`src/rtl/datacache_sram_arbiter.sv`:
```
// -----------------------------------------------------------------------------
// datacache_sram_arbiter
//   Shares the RW port (port 0) of the data-cache SRAM between two requesters:
//   m0 (core LSU) and m1 (refill/debug). Round-robin arbitration with an
//   optional per-master lock, single-cycle issue, and a fixed one-cycle read
//   response (rvalid is high in the cycle after the read is accepted, while
//   rdata passes sram_dout0 straight through).
//
//   Optional feature: define DCARB_INIT_CLEAR_EN to zero the whole SRAM after
//   every reset (INIT_CLR state, one word per cycle) before arbitration starts.
//
// Ports
//   clk, rst_n                   clock, asynchronous active-low reset
//   mX_req/we/lock               request valid, 1=write, keep grant while held
//   mX_wmask/addr/wdata          byte enables (writes), word address, write data
//   mX_gnt                       combinational grant; accept = req & gnt
//   mX_rvalid/rdata              read response (rdata is 0 when rvalid is 0)
//   sram_csb0/web0/wmask0/       SRAM port-0 controls (active-low select and
//   sram_addr0/din0/dout0        write enable), address, write/read data
//   init_done                    arbiter is accepting requests
// -----------------------------------------------------------------------------
module datacache_sram_arbiter #(
   parameter int ADDR_WIDTH = 11,
   parameter int DATA_WIDTH = 32,
   parameter int NUM_WMASKS = 4
) (
   input  logic                  clk,
   input  logic                  rst_n,
   input  logic                  m0_req,
   input  logic                  m0_we,
   input  logic                  m0_lock,
   input  logic [NUM_WMASKS-1:0] m0_wmask,
   input  logic [ADDR_WIDTH-1:0] m0_addr,
   input  logic [DATA_WIDTH-1:0] m0_wdata,
   output logic                  m0_gnt,
   output logic                  m0_rvalid,
   output logic [DATA_WIDTH-1:0] m0_rdata,
   input  logic                  m1_req,
   input  logic                  m1_we,
   input  logic                  m1_lock,
   input  logic [NUM_WMASKS-1:0] m1_wmask,
   input  logic [ADDR_WIDTH-1:0] m1_addr,
   input  logic [DATA_WIDTH-1:0] m1_wdata,
   output logic                  m1_gnt,
   output logic                  m1_rvalid,
   output logic [DATA_WIDTH-1:0] m1_rdata,
   output logic                  sram_csb0,
   output logic                  sram_web0,
   output logic [NUM_WMASKS-1:0] sram_wmask0,
   output logic [ADDR_WIDTH-1:0] sram_addr0,
   output logic [DATA_WIDTH-1:0] sram_din0,
   input  logic [DATA_WIDTH-1:0] sram_dout0,
   output logic                  init_done
);

   typedef enum logic [1:0] {OWN_NONE, OWN_M0, OWN_M1} owner_e;

`ifdef DCARB_INIT_CLEAR_EN
   typedef enum logic {ST_INIT_CLR, ST_RUN} state_e;
   localparam state_e RESET_STATE = ST_INIT_CLR;
`else
   typedef enum logic {ST_RUN} state_e;
   localparam state_e RESET_STATE = ST_RUN;
`endif

   state_e r_state, w_state_nxt;
   owner_e r_owner, w_owner_nxt;
   logic   r_last_m1, w_last_m1_nxt;   // 1 = m1 was granted last
   logic   r_rvalid0, r_rvalid1;
   logic   w_own0, w_own1;

`ifdef DCARB_INIT_CLEAR_EN
   logic [ADDR_WIDTH-1:0] r_clr_addr, w_clr_addr_nxt;
`endif

   assign w_own0 = (r_owner == OWN_M0);
   assign w_own1 = (r_owner == OWN_M1);

   // NOTE: state registers use non-blocking assignments so every flop samples
   // the pre-edge value of the others, independent of block ordering.
   always_ff @(posedge clk or negedge rst_n) begin
      if (!rst_n) begin
         r_state    <= RESET_STATE;
         r_owner    <= OWN_NONE;
         r_last_m1  <= 1'b1;            // m0 wins the first contention
         r_rvalid0  <= 1'b0;
         r_rvalid1  <= 1'b0;
`ifdef DCARB_INIT_CLEAR_EN
         r_clr_addr <= '0;
`endif
      end else begin
         r_state    <= w_state_nxt;
         r_owner    <= w_owner_nxt;
         r_last_m1  <= w_last_m1_nxt;
         r_rvalid0  <= m0_gnt & ~m0_we;
         r_rvalid1  <= m1_gnt & ~m1_we;
`ifdef DCARB_INIT_CLEAR_EN
         r_clr_addr <= w_clr_addr_nxt;
`endif
      end
   end

   // NOTE: every output of this block gets a default first, so no path leaves
   // a signal unassigned and no latch is inferred.
   always_comb begin
      w_state_nxt   = r_state;
      w_owner_nxt   = r_owner;
      w_last_m1_nxt = r_last_m1;
      m0_gnt        = 1'b0;
      m1_gnt        = 1'b0;
      sram_csb0     = 1'b1;
      sram_web0     = 1'b1;
      sram_wmask0   = '0;
      sram_addr0    = '0;
      sram_din0     = '0;
`ifdef DCARB_INIT_CLEAR_EN
      w_clr_addr_nxt = r_clr_addr;
`endif
      // Reset gates the grants and the SRAM strobes, so nothing is issued
      // while rst_n is low even with requests pending.
      if (rst_n) begin
         case (r_state)
`ifdef DCARB_INIT_CLEAR_EN
            ST_INIT_CLR: begin
               sram_csb0      = 1'b0;
               sram_web0      = 1'b0;
               sram_wmask0    = '1;
               sram_addr0     = r_clr_addr;
               w_clr_addr_nxt = r_clr_addr + 1'b1;   // wraps back to 0
               if (&r_clr_addr) w_state_nxt = ST_RUN;
            end
`endif
            ST_RUN: begin
               // A live lock owner wins; otherwise the master not granted last.
               m0_gnt = m0_req & (~m1_req | w_own0 | (~w_own1 & r_last_m1));
               m1_gnt = m1_req & (~m0_req | w_own1 | (~w_own0 & ~r_last_m1));

               // Owner dropping its request releases the lock.
               if ((w_own0 & ~m0_req) | (w_own1 & ~m1_req)) w_owner_nxt = OWN_NONE;

               if (m0_gnt) begin
                  w_owner_nxt   = m0_lock ? OWN_M0 : OWN_NONE;
                  w_last_m1_nxt = 1'b0;
                  sram_csb0     = 1'b0;
                  sram_web0     = ~m0_we;
                  sram_wmask0   = m0_we ? m0_wmask : '0;
                  sram_addr0    = m0_addr;
                  sram_din0     = m0_wdata;
               end else if (m1_gnt) begin
                  w_owner_nxt   = m1_lock ? OWN_M1 : OWN_NONE;
                  w_last_m1_nxt = 1'b1;
                  sram_csb0     = 1'b0;
                  sram_web0     = ~m1_we;
                  sram_wmask0   = m1_we ? m1_wmask : '0;
                  sram_addr0    = m1_addr;
                  sram_din0     = m1_wdata;
               end
            end
            default: ;
         endcase
      end
   end

   // SRAM data settles after the negedge following capture, i.e. within the
   // cycle where the registered rvalid is high.
   assign m0_rvalid = r_rvalid0;
   assign m1_rvalid = r_rvalid1;
   assign m0_rdata  = r_rvalid0 ? sram_dout0 : '0;
   assign m1_rdata  = r_rvalid1 ? sram_dout0 : '0;

`ifdef DCARB_INIT_CLEAR_EN
   assign init_done = (r_state == ST_RUN);
`else
   assign init_done = 1'b1;
`endif

endmodule

```
`config.mk`:
```
export PLATFORM = sky130hd
export DESIGN_NAME = datacache_sram_arbiter
export DESIGN_NICKNAME = d
export VERILOG_FILES = /design/src/rtl/datacache_sram_arbiter.sv
export SDC_FILE = /design/constraint.sdc
export NUM_CORES = 1
export LEC_CHECK = 0
export ABC_AREA = 1
export BUFFER_PORTS_ARGS = -buffer_cell sky130_fd_sc_hd__buf_2
export CAP_MARGIN = 20
export CORE_AREA = 2 2 98 100
export CTS_BUF_LIST = sky130_fd_sc_hd__clkbuf_16
export DETAILED_ROUTE_END_ITERATION = 7
export DIE_AREA = 0 0 100 102
export HOLD_SLACK_MARGIN = 0.05
export MAX_ROUTING_LAYER = met4
export SLEW_MARGIN = 20
export SYNTH_ARGS = -nofsm -noshare
export SYNTH_HDL_FRONTEND = slang
export SYNTH_SLANG_ARGS = --single-unit
```
`constraint.sdc`:
```
create_clock -name clk -period 1.5 [get_ports clk]
set_clock_uncertainty 0.2 [all_clocks]
set_input_delay 0.15 -clock clk [delete_from_list [all_inputs] [get_ports clk]]
set_output_delay 0.15 -clock clk [all_outputs]
set_load 0.005 [all_outputs]
```
# Word-level counts from Yosys, hierarchy flattened
# Cells that the tools add are included.
dict set report word_totals {
  rom_bits 0
  latchBits 0
  in_bits 134
  n_memories 0
  ramBits 0
  wordCells 58
  out_inout_bits 118
  reg_bits 5
}
dict set report op_classes {
  bitwise_logic 20
  n_eq_ne 2
  n_reduce_logical 4
  add_sub_neg 0
  n_div 0
  order_cmp 0
  multipliers 0
  n_shift 0
  mux 28
}
# op count
set ops {}
lappend ops {{32-bit 2-to-1 mux} 5}
lappend ops {{11-bit 2-to-1 mux} 3}
lappend ops {{4-bit 2-to-1 mux} 5}
lappend ops {{1-bit 2-to-1 mux} 11}
lappend ops {{1-bit bitwise AND} 8}
lappend ops {{2-bit 2-to-1 mux} 4}
lappend ops {{1-bit NOT} 7}
lappend ops {{1-bit OR} 5}
lappend ops {{2-bit AND reduction} 2}
lappend ops {{3-bit nonzero test} 1}
lappend ops {{2-bit by 1-bit equality test with 1-bit output, second input constant} 1}
lappend ops {{2-bit equality test, second input constant} 1}
lappend ops {{2-bit nonzero test} 1}

# Logic depth before layout (Yosys ltp)
dict set report depth {
  word_depth 8
  mapped_depth 10
}

# Worst setup path before layout
# Ideal clock, no wire load.
dict set report synth_path {
  path_type {flip-flop to output port}
  start {register r_last_m1}
  end {output sram_csb0}
  path_stages_with_launch 8
  t_arrival_ns 1.128
  path_slack_ns 0.022
  t_required_ns 1.150
  cell_sequence {dfstp_2 > inv_1 > nand3_1 > nand2_2 > buf_4 > nand2_2 > inv_1 > nor2_1}
}
dict set report synth_between {
  elab_chain_len 7
  word_cells_on_any_way 10
  classes_between {mux (3); bitwise (7)}
}
# element line
set synth_rtl {}
lappend synth_rtl {{start: declaration} 68} ;# logic r_last_m1, w_last_m1_nxt;
lappend synth_rtl {{start signal: assignment} 94} ;# r_last_m1 <= w_last_m1_nxt;
lappend synth_rtl {{1-bit NOT} 136} ;# m1_gnt = m1_req & (~m0_req | w_own1 | (~w_own0 & ~r_last_m1));
lappend synth_rtl {{1-bit bitwise AND} 136}
lappend synth_rtl {{1-bit OR} 136}
lappend synth_rtl {{1-bit bitwise AND} 136}
lappend synth_rtl {{1-bit 2-to-1 mux} 149} ;# end else if (m1_gnt) begin
lappend synth_rtl {{1-bit 2-to-1 mux (*)} 141} ;# if (m0_gnt) begin
lappend synth_rtl {{1-bit 2-to-1 mux (*)} 121} ;# if (rst_n) begin
lappend synth_rtl {{end: declaration} 47} ;# output logic sram_csb0,
# Every way passes the cells marked *; elsewhere a longest branch is shown, timed or not.

# Final worst setup path
dict set report layout_path {
  start {register r_owner[0]}
  end {output sram_wmask0[2]}
}
dict set report layout_between {
  elab_chain_len 8
  word_cells_on_any_way 15
  classes_between {eq/ne (2); mux (3); bitwise (10)}
}
# element line
set layout_rtl {}
lappend layout_rtl {{start: declaration} 67} ;# owner_e r_owner, w_owner_nxt;
lappend layout_rtl {{start signal: assignment} 93} ;# r_owner <= w_owner_nxt;
lappend layout_rtl {{2-bit by 1-bit equality test with 1-bit output} 76} ;# assign w_own0 = (r_owner == OWN_M0);
lappend layout_rtl {{1-bit NOT} 136}
lappend layout_rtl {{1-bit bitwise AND} 136}
lappend layout_rtl {{1-bit OR} 136}
lappend layout_rtl {{1-bit bitwise AND} 136}
lappend layout_rtl {{4-bit 2-to-1 mux} 149}
lappend layout_rtl {{4-bit 2-to-1 mux (*)} 141}
lappend layout_rtl {{4-bit 2-to-1 mux (*)} 121}
lappend layout_rtl {{end: declaration} 49} ;# output logic [NUM_WMASKS-1:0] sram_wmask0,
# Marks and branches as above.

==> results_dict.tcl <==
set metrics [dict create \
    outcome "complete, but fails checks" \
    violations "negative setup slack" \
    min_period_ns 1.92 \
    global_route_wire_length_before_repair_um 11000 \
    worstReg2RegEnd "r_owner[0]$_DFFE_PN0P_" \
    timing.reg2reg.setup_slack_ns -0.11 \
    numCtsBuffers 3 \
    worstSetupStartpointType "register" \
    timing.critical_path.fanout_max 7 \
    synth_seq_cells 5 \
    gp_routability_congestion 0.825 \
    totalWireLength_um 8130 \
    grt_antenna_before_repair 0 \
    hold-worst-slack_ns 0.162 \
    setup.worst_path.end "sram_wmask0[2]" \
    vdd_drop_max_v 0.000230 \
    crit_start "r_owner[0]$_DFFE_PN0P_" \
    dominantRegCellSynth "sky130_fd_sc_hd__dfrtp_1" \
    grt_overflow 0 \
    setup_repair_after_global_routing_missed_its_margin "true" \
    worst_r2r_path_depth 10 \
    critPathKind "register to output pin" \
    worstSetupEndpointType "output pin" \
    vias_per_cell 4.12 \
    hp-class "input port to register" \
    timing.critical_path.cells "inv_2 -> nand2_2 -> nand2_2 -> nand2_4 -> nand2_8 -> buf_12 -> nand3_1 -> a21oi_1 -> buf_2" \
    min-delay-start "rst_n" \
    hold-path-cell-count 4 \
    dieHeight_um 102 \
    via_count_of_the_first_global_routing_pass 2383 \
    mostFrequentLayoutCell "sky130_fd_sc_hd__buf_2" \
    initial_utilization_pct 16.8 \
    layout_setup_ws_ns -0.418 \
    share_of_layout_cells_above_drive_strength_1_pct 52.0 \
    post-dp-hpwl_um 6050 \
    timing.critical_path.slowest_stage_cell "sky130_fd_sc_hd__dfrtp_1" \
    nets 731 \
    mostFrequentLayoutCells "sky130_fd_sc_hd__buf_2 (248), sky130_fd_sc_hd__nand2_1 (149), sky130_fd_sc_hd__inv_1 (67), sky130_fd_sc_hd__nand3_1 (53), sky130_fd_sc_hd__buf_4 (13)" \
    antenna_violating_nets_post_route 0 \
    synth_seq_area_share_pct 8.24 \
    final_slew_viol_count 0 \
    insertion_delay_ns 0.23 \
    layout.filler_cells 1009 \
    grt_start_max_net_pins 44 \
    cts.reportedPaths.clkPinSlew_ns 0.03 \
    pre_repair_dr_iteration_count 4 \
    layout.core_utilization_pct 37.0 \
    synth_enable_flop_cells 0 \
    ys.warnings.count 0 \
    fp.dieArea_sq_um 10200 \
    layout-area-overhead-vs-synth_pct 119 \
    synth.net_count 466 \
    post_dp_cell_area_sq_um 2930 \
    cell_area_after_synthesis_sq_um 1530 \
    hold_viol_final 0 \
    wire_per_inst_um 11.5 \
    root_buffer "sky130_fd_sc_hd__clkbuf_16" \
    fin_crit_sh_pct 128 \
    cts-root-to-sink-buffers 2 \
    cts_h_tree_depth 1 \
    number_of_antenna_cells_inserted 0 \
    tritoncts "yes" \
    placement.io_buffers 250 \
    worst_ep_required_time_ns 1.15 \
    max_stage_delay_ns 0.42 \
    grt.total_usage_pct 13.9 \
    leakage_nw 2.62 \
    dieWidth_um 100 \
    finish.instance_area_sq_um 3370 \
    drc 0 \
    cellPowerDensity_nw_per_um2 705 \
    detailroute.via_count 2916 \
    arrival_ns 1.57 \
    synth.avg_cell_area_sq_um 4.62 \
    std_cell_rows 35 \
    max_freq_mhz 521 \
    yosys.cell_types.count 22 \
    drt_iter0_drc 105 \
    timing.rr.start "r_owner[0]$_DFFE_PN0P_" \
    max_cap_viol_count 0 \
    io_pins 252 \
    path_common_cell "sky130_fd_sc_hd__nand2_2" \
    clkSinkCount 5 \
    coreArea_sq_um 9110 \
    dp_slack_ns -0.204 \
    asyncSetResetFlopFracSynth_pct 100 \
    report.final.setup_viol 55 \
    netlist_instances 332 \
]
[area by class of cell]
class                           instances  area, sq um  share of cell area [%]
Clock inverter                          1         3.75                   0.111
Tap cell                              111          139                    4.12
Timing Repair inverter                  3         45.0                    1.34
Timing Repair Buffer                  279         1600                    47.6
Inverter                               70          279                    8.29
Clock buffer                            3         75.1                    2.23
Multi-Input combinational cell        235         1090                    32.5
Sequential cell                         5          128                    3.79
[per-stage QoR]
| step | power, mW | instances | setup TNS [ns] |
|---|---|---|---|
| 2_1_floorplan | 0.871 | 332 | 0 |
| 3_3_place_gp | 1.52 | 685 | -5.38 |
| 3_5_place_dp | 1.54 | 685 | -8.07 |
| 4_1_cts | 2.13 | 701 | -17.37 |
| 5_1_grt | 2.57 | 707 | -23.75 |
| 6_report | 2.37 | 707 | -19.00 |
[cell usage after synthesis, types with 2 or more instances]
cell type	number	area (sq um)
sky130_fd_sc_hd__inv_1	69	259
sky130_fd_sc_hd__nand3_1	55	275
sky130_fd_sc_hd__buf_4	3	22.5
sky130_fd_sc_hd__nand4_1	2	12.5
sky130_fd_sc_hd__nand2_1	162	608
sky130_fd_sc_hd__clkbuf_1	9	33.8
sky130_fd_sc_hd__dfrtp_1	4	100
sky130_fd_sc_hd__buf_6	3	33.8
sky130_fd_sc_hd__buf_2	5	25.0
sky130_fd_sc_hd__nand2_2	3	18.8
sky130_fd_sc_hd__nor2_1	3	11.3
sky130_fd_sc_hd__a21oi_1	4	20.0
[cell families after synthesis]
family | share of synthesized area [%]
and+or+nand+nor | 62.9
buffers and inverters | 26.4
AOI/OAI and AO/OA | 2.20
DFF | 8.24
other | 0.244
[worst min path at each step]
stage                                 end
global route        r_last_m1$_DFFE_PN1P_
CTS                 r_last_m1$_DFFE_PN1P_
global placement    r_last_m1$_DFFE_PN1P_
finish              r_last_m1$_DFFE_PN1P_
detailed placement  r_last_m1$_DFFE_PN1P_
floorplan             m0_rvalid$_DFF_PN0_
[critical path: cells and delay by family, from the launching register on]
family	cells	cell delay, ns
buffers and inverters	3	0.35
AND/OR/NAND/NOR	5	0.43
flip-flops	1	0.42
AO/OA/AOI/OAI	1	0.14
[state kept, by name, indices dropped and copies added, names as in the netlist]
| signal | count |
|---|---|
| m0_rvalid | 1 |
| m1_rvalid | 1 |
| r_last_m1 | 1 |
| r_owner | 2 |
[per-layer routing]
layer	wire length, um	GRT usage [%]
met1	2960	14.8
met2	4410	26.1
met3	642	2.12
met4	124	4.53
met5	0	-
[report_power, final]
group / switching [mW] / internal [mW]
combinational: 0.880 / 0.850
clock: 0.0902 / 0.345
sequential: 0.0313 / 0.175
[timing repair]
item                       in CTS  in global routing
pin swaps                       0                  5
setup endpoints to repair      53                 64
resized for setup              16                 27
hold endpoints to repair        9                  0
cloned                          3                  3
hold buffers                    5                  0
setup buffers                   4                  3
No activity file was read; power rests on OpenSTA's default activity.
